**config.mk**
```make
export PLATFORM = sky130hd
export DESIGN_NAME = pipe_hazard_ctrl
export DESIGN_NICKNAME = d
export VERILOG_FILES = /design/src/rtl/pipe_hazard_ctrl.sv
export SDC_FILE = /design/constraint.sdc
export NUM_CORES = 1
export LEC_CHECK = 0
export BUFFER_PORTS_ARGS = -buffer_cell sky130_fd_sc_hd__buf_4
export CAP_MARGIN = 20
export CORE_MARGIN = 2
export CORE_UTILIZATION = 32
export CTS_CLUSTER_SIZE = 8
export DETAILED_ROUTE_END_ITERATION = 6
export GPL_ROUTABILITY_DRIVEN = 0
export PLACE_DENSITY = 0.77
export SYNTH_ARGS = -nofsm -noshare
export SYNTH_HDL_FRONTEND = slang
export SYNTH_SLANG_ARGS = --single-unit
```
**constraint.sdc**
```tcl
create_clock -name clk -period 1.1 [get_ports clk]
set_clock_uncertainty 0.2 [all_clocks]
set_input_delay 0.055 -clock clk [delete_from_list [all_inputs] [get_ports clk]]
set_output_delay 0.055 -clock clk [all_outputs]
set_load 0.01 [all_outputs]
```
**src/rtl/pipe_hazard_ctrl.sv**
```systemverilog
// rtl/pipe_hazard_ctrl.sv - load-use / branch hazard control and EX operand forwarding
//
// Purpose: stalls the front end for one cycle on a load-use hazard, flushes
// IF/ID and redirects the PC on a taken branch (then holds FLUSH for FLUSH_LEN
// cycles), and selects the EX ALU operand sources from MEM/WB.
//
// Optional feature: define HAZARD_PERF_CNT_EN to build the saturating
// stall/flush performance counters; otherwise stall_cnt/flush_cnt are 0.
//
// Parameters:
//   CNT_W      width of the performance counters
//   FLUSH_LEN  cycles spent in FLUSH after a taken branch (1..3)
//
// Ports:
//   clk, rst_n                                  clock, async active-low reset
//   id_rs1_addr, id_rs2_addr, id_rs2_en         ID source registers
//   ex_rs1_addr, ex_rs2_addr, ex_rd_addr        EX register addresses
//   ex_reg_wr_en, ex_mem_rd_en                  EX writeback / load flags
//   ex_br_en, ex_br_taken                       EX branch resolution
//   mem_rd_addr, mem_reg_wr_en, mem_mem_rd_en   MEM writeback info
//   wb_rd_addr, wb_reg_wr_en                    WB writeback info
//   pc_stall, ifid_stall, idex_bubble           load-use stall controls
//   ifid_flush, pc_redirect                     taken-branch controls
//   fwd_a_sel, fwd_b_sel                        00 rf, 01 MEM alu, 10 WB, 11 MEM load
//   stall_cnt, flush_cnt                        performance counters

module pipe_hazard_ctrl #(
    parameter int CNT_W     = 32,
    parameter int FLUSH_LEN = 1
) (
    input  logic             clk,
    input  logic             rst_n,
    input  logic [4:0]       id_rs1_addr,
    input  logic [4:0]       id_rs2_addr,
    input  logic             id_rs2_en,
    input  logic [4:0]       ex_rs1_addr,
    input  logic [4:0]       ex_rs2_addr,
    input  logic [4:0]       ex_rd_addr,
    input  logic             ex_reg_wr_en,
    input  logic             ex_mem_rd_en,
    input  logic             ex_br_en,
    input  logic             ex_br_taken,
    input  logic [4:0]       mem_rd_addr,
    input  logic             mem_reg_wr_en,
    input  logic             mem_mem_rd_en,
    input  logic [4:0]       wb_rd_addr,
    input  logic             wb_reg_wr_en,
    output logic             pc_stall,
    output logic             ifid_stall,
    output logic             idex_bubble,
    output logic             ifid_flush,
    output logic             pc_redirect,
    output logic [1:0]       fwd_a_sel,
    output logic [1:0]       fwd_b_sel,
    output logic [CNT_W-1:0] stall_cnt,
    output logic [CNT_W-1:0] flush_cnt
);

    typedef enum logic [1:0] {
        RUN    = 2'd0,
        LSTALL = 2'd1,
        FLUSH  = 2'd2
    } state_t;

    localparam logic [1:0] FLUSH_LOAD = 2'(FLUSH_LEN);

    state_t     state, state_next;
    logic [1:0] flush_left, flush_left_next;

    logic load_use;
    logic br_taken;
    logic stall_c, bubble_c, flush_c;

    assign load_use = ex_mem_rd_en & ex_reg_wr_en & (ex_rd_addr != 5'd0) &
                      ((ex_rd_addr == id_rs1_addr) |
                       (id_rs2_en & (ex_rd_addr == id_rs2_addr)));
    assign br_taken = ex_br_en & ex_br_taken;

    always_ff @(posedge clk or negedge rst_n) begin
        if (!rst_n) begin
            state      <= RUN;
            flush_left <= 2'd0;
        end else begin
            state      <= state_next;
            flush_left <= flush_left_next;
        end
    end

    // LSTALL reacts to hazards exactly like RUN; it only exists so that the
    // stall is a single cycle (the stalled instruction re-evaluates next cycle).
    always_comb begin
        state_next      = state;
        flush_left_next = flush_left;
        stall_c         = 1'b0;
        bubble_c        = 1'b0;
        flush_c         = 1'b0;
        case (state)
            RUN, LSTALL: begin
                if (br_taken) begin
                    flush_c         = 1'b1;
                    bubble_c        = 1'b1;
                    state_next      = FLUSH;
                    flush_left_next = FLUSH_LOAD;
                end else if (load_use) begin
                    stall_c    = 1'b1;
                    bubble_c   = 1'b1;
                    state_next = LSTALL;
                end else begin
                    state_next = RUN;
                end
            end
            FLUSH: begin
                // EX carries a bubble here, so its branch/load bits are ignored.
                if (flush_left <= 2'd1) begin
                    state_next      = RUN;
                    flush_left_next = 2'd0;
                end else begin
                    flush_left_next = flush_left - 2'd1;
                end
            end
            default: begin
                state_next      = RUN;
                flush_left_next = 2'd0;
            end
        endcase
    end

    // Outputs are gated by rst_n so they drop immediately when reset asserts.
    assign pc_stall    = rst_n & stall_c;
    assign ifid_stall  = rst_n & stall_c;
    assign idex_bubble = rst_n & bubble_c;
    assign ifid_flush  = rst_n & flush_c;
    assign pc_redirect = rst_n & flush_c;

    function automatic logic [1:0] fwd_sel(input logic [4:0] rs);
        if (rs == 5'd0)
            fwd_sel = 2'b00;
        else if (mem_reg_wr_en & mem_mem_rd_en & (mem_rd_addr == rs))
            fwd_sel = 2'b11;
        else if (mem_reg_wr_en & (mem_rd_addr == rs))
            fwd_sel = 2'b01;
        else if (wb_reg_wr_en & (wb_rd_addr == rs))
            fwd_sel = 2'b10;
        else
            fwd_sel = 2'b00;
    endfunction

    assign fwd_a_sel = rst_n ? fwd_sel(ex_rs1_addr) : 2'b00;
    assign fwd_b_sel = rst_n ? fwd_sel(ex_rs2_addr) : 2'b00;

`ifdef HAZARD_PERF_CNT_EN
    logic [CNT_W-1:0] stall_q, flush_q;

    always_ff @(posedge clk or negedge rst_n) begin
        if (!rst_n) begin
            stall_q <= '0;
            flush_q <= '0;
        end else begin
            if (stall_c && !(&stall_q))
                stall_q <= stall_q + 1'b1;
            if (flush_c && !(&flush_q))
                flush_q <= flush_q + 1'b1;
        end
    end

    assign stall_cnt = stall_q;
    assign flush_cnt = flush_q;
`else
    assign stall_cnt = '0;
    assign flush_cnt = '0;
`endif

endmodule

```
==> run summary <==
Critical-path cell list - buf_8 > or4_4 > o2111ai_4 > a21oi_2 > buf_4
Post-synthesis cell count - 141
# IOs - 118
Failing checks - negative hold slack, negative setup slack
Post-place setup slack - -390 ps
Hold slack final - -0.319 ps
CORE AREA - 3340 um2
Initial Util - 33.1%
CP peak stage delay - 540 ps
Arrival time worst endpoint - 1210 ps
Seq/Total Area, Yosys - 9.07%
Worst EP required - 840 ps
Worst Hold Class - in -> reg
Area Growth Syn to Fin - 54.3%
Number of synthesized register bits - 4
Fin. Hold Viols - 1
Clock Latency Late Sink - 230 ps
Critical path startpoint category - primary input
Internal power - 0.557 mW
NumNets Final - 260
Drt total wl - 2690 um
Via density - 3.86
Tcrit/Tclk final - 134%
# DRC - 0
CP delay by family, top - simple AND/OR/NAND/NOR gates
Share of post-route cells with drive strength above 1 - 46.5%
First-pass GRT wire length - 3780 um
Die Height - 62.7 um
Clock power frac - 19.7%
Antenna cell count - 0
First DRT Iteration DRCs - 16
Power, Total - 0.888 mW
RSZ-0062 raised after global routing - true
Sw Ratio - 37.3%
Worst-path clk slew - 30 ps
Via count - 1000
Clock root cell - clkbuf_4
CTS Buf Count - 3
Power per cell area - 521 nW/um2
Crit Path Max Fanout - 3
Synth cell types - 25
Fmax achieved - 681 MHz
Final Critical Period - 1470 ps
Global Route Usage Sum - 12.5%
Number of port buffers - 53
Net load switching power - 0.331 mW
GRT overflow - 0
Largest net degree at the start of global routing - 6
Setup ws final - -369 ps
Post-Syn Area - 1100 um2
Sink Count - 4
Setup_tns - -2710 ps
Die Wd - 62.7 um
Max Root-Sink Buffers - 2
CP Buf/Inv Count - 2
Leakage - 0.891 nW
Status - complete, but fails checks
Drt pass-1 iters - 2
Final setup fails - 11
Initial antenna violation count - 0
Worst setup path class - in -> out
H-tree Lvls - 1
Maximum VDD drop - 0.000189 V
Yosys warns - 0
DIE AREA - 3930 um2
HPWL Detailed - 2190 um
CTS tree - yes
CP max stage cell - or4_4
Max Cap Viol - 0
Number of global-route vias before repair - 893
Seq pwr share - 17.9%
Routed Antenna Nets - 0
DR WL/cell - 10.4 um
Logic pwr share - 62.4%
Syn avg cell area - 7.83 um2
Crit end category - output pin
Max-slew violation count - 0
FP Rows - 21
-- per-stage QoR --
step           std cells  utilization [%]  instance area, um2
2_1_floorplan        204                -                1420
3_3_place_gp         252             44.6                1490
3_5_place_dp         252             44.6                1490
4_1_cts              257             48.0                1600
5_1_grt              259             51.0                1700
6_report             259             51.0                1700
-- flip-flops by register name (all words and copies together), names as in the netlist --
| name | flops |
|---|---|
| state | 2 |
| flush_left | 2 |
-- routing by layer --
metal / vias up / wire length [um] / GRT usage, %
met4: 0 / 65 / 7.78
met2: 78 / 1470 / 22.6
met3: 6 / 331 / 4.32
met5: - / 0 / 0
li1: 476 / - / -
met1: 440 / 822 / 12.2
-- Yosys cell counts --
cell type,count,share of area (%)
nand3b_1,2,1.4
dfrtp_1,4,9.1
xnor2_1,14,11
inv_1,1,0.34
or3b_2,1,0.79
nand2b_1,2,1.1
and3_1,2,1.1
a21boi_0,1,0.68
buf_4,66,45
nand4_1,1,0.57
nor3_1,1,0.45
nand3_1,3,1.4
or4_1,2,1.4
conb_1,1,0.34
nor4_1,4,2.3
nor2_1,7,2.4
o2111ai_2,1,1.4
nand2_1,3,1.0
o21ai_0,1,0.45
xor2_1,16,13
or4_4,1,1.0
mux2i_1,2,1.8
o21ai_1,2,0.91
o22ai_1,1,0.57
a21oi_1,2,0.91
-- repair_timing --
item                                    4_1_cts  5_1_grt
hold buffers                                  1        0
endpoints found under the hold margin         4        0
setup buffers                                 1        2
pin swaps                                    17       12
gates resized for setup                      21       20
endpoints found under the setup margin       12       12
-- worst min-delay path: cells and delay by family --
family | cells | cell delay [ps]
simple gates | 3 | 260
buf+inv | 1 | 70
-- cell type report --
| class | count | area (um2) |
|---|---|---|
| Tap cell | 46 | 57.6 |
| Clock buffer | 3 | 22.5 |
| Multi-Input combinational cell | 133 | 878 |
| Fill cell | 316 | 1630 |
| Inverter | 1 | 3.75 |
| Timing Repair Buffer | 72 | 641 |
| Sequential cell | 4 | 100 |
-- cell usage in the layout (no fill, tap or decap), types with 3 or more instances in the layout --
cell type  count
buf_4         52
buf_6         12
buf_8          7
clkbuf_4       3
conb_1        64
dfrtp_1        4
nand2_1        3
nand3_1        3
nor2_1         3
nor2_2         3
nor4_1         3
or4_4          3
xnor2_1        8
xnor2_2        6
xor2_1        15
-- path summary, 6_finish.rpt --
check                                    from       endpoint  slack, ps  cells after the start
worst max-delay path            ex_rd_addr[4]    idex_bubble       -370                      5
worst min-delay path              ex_br_taken       state[0]       -0.3                      4
worst max register to register       state[0]  flush_left[0]        -70                      2
worst min register to register  flush_left[0]  flush_left[0]        330                      2
max in group asynchronous               rst_n  flush_left[0]        450                      2
min in group asynchronous               rst_n       state[1]         70                      2
-- kinds of logic (layout without fill, tap and decap cells) --
group                     count (synthesis)  after routing  synth area share (%)
AOI/OAI and AO/OA                         8              8                  4.88
xor gates and xnor gates                 30             30                  23.8
buffers and inverters                    67             76                  45.2
DFF                                       4              4                  9.07
muxes                                     2              2                  1.81
other                                     1             64                 0.340
and+or+nand+nor                          29             29                  14.9
-- power groups by stage --
stage / logic (mW) / clock network, mW / registers [mW]
after floorplan: 0.411 / 0 / 0.162
after global placement: 0.476 / 0 / 0.160
after detailed placement: 0.484 / 0 / 0.161
after CTS: 0.516 / 0.186 / 0.159
after global routing: 0.599 / 0.186 / 0.159
final: 0.554 / 0.175 / 0.159
No activity file was read; power rests on OpenSTA's default activity.
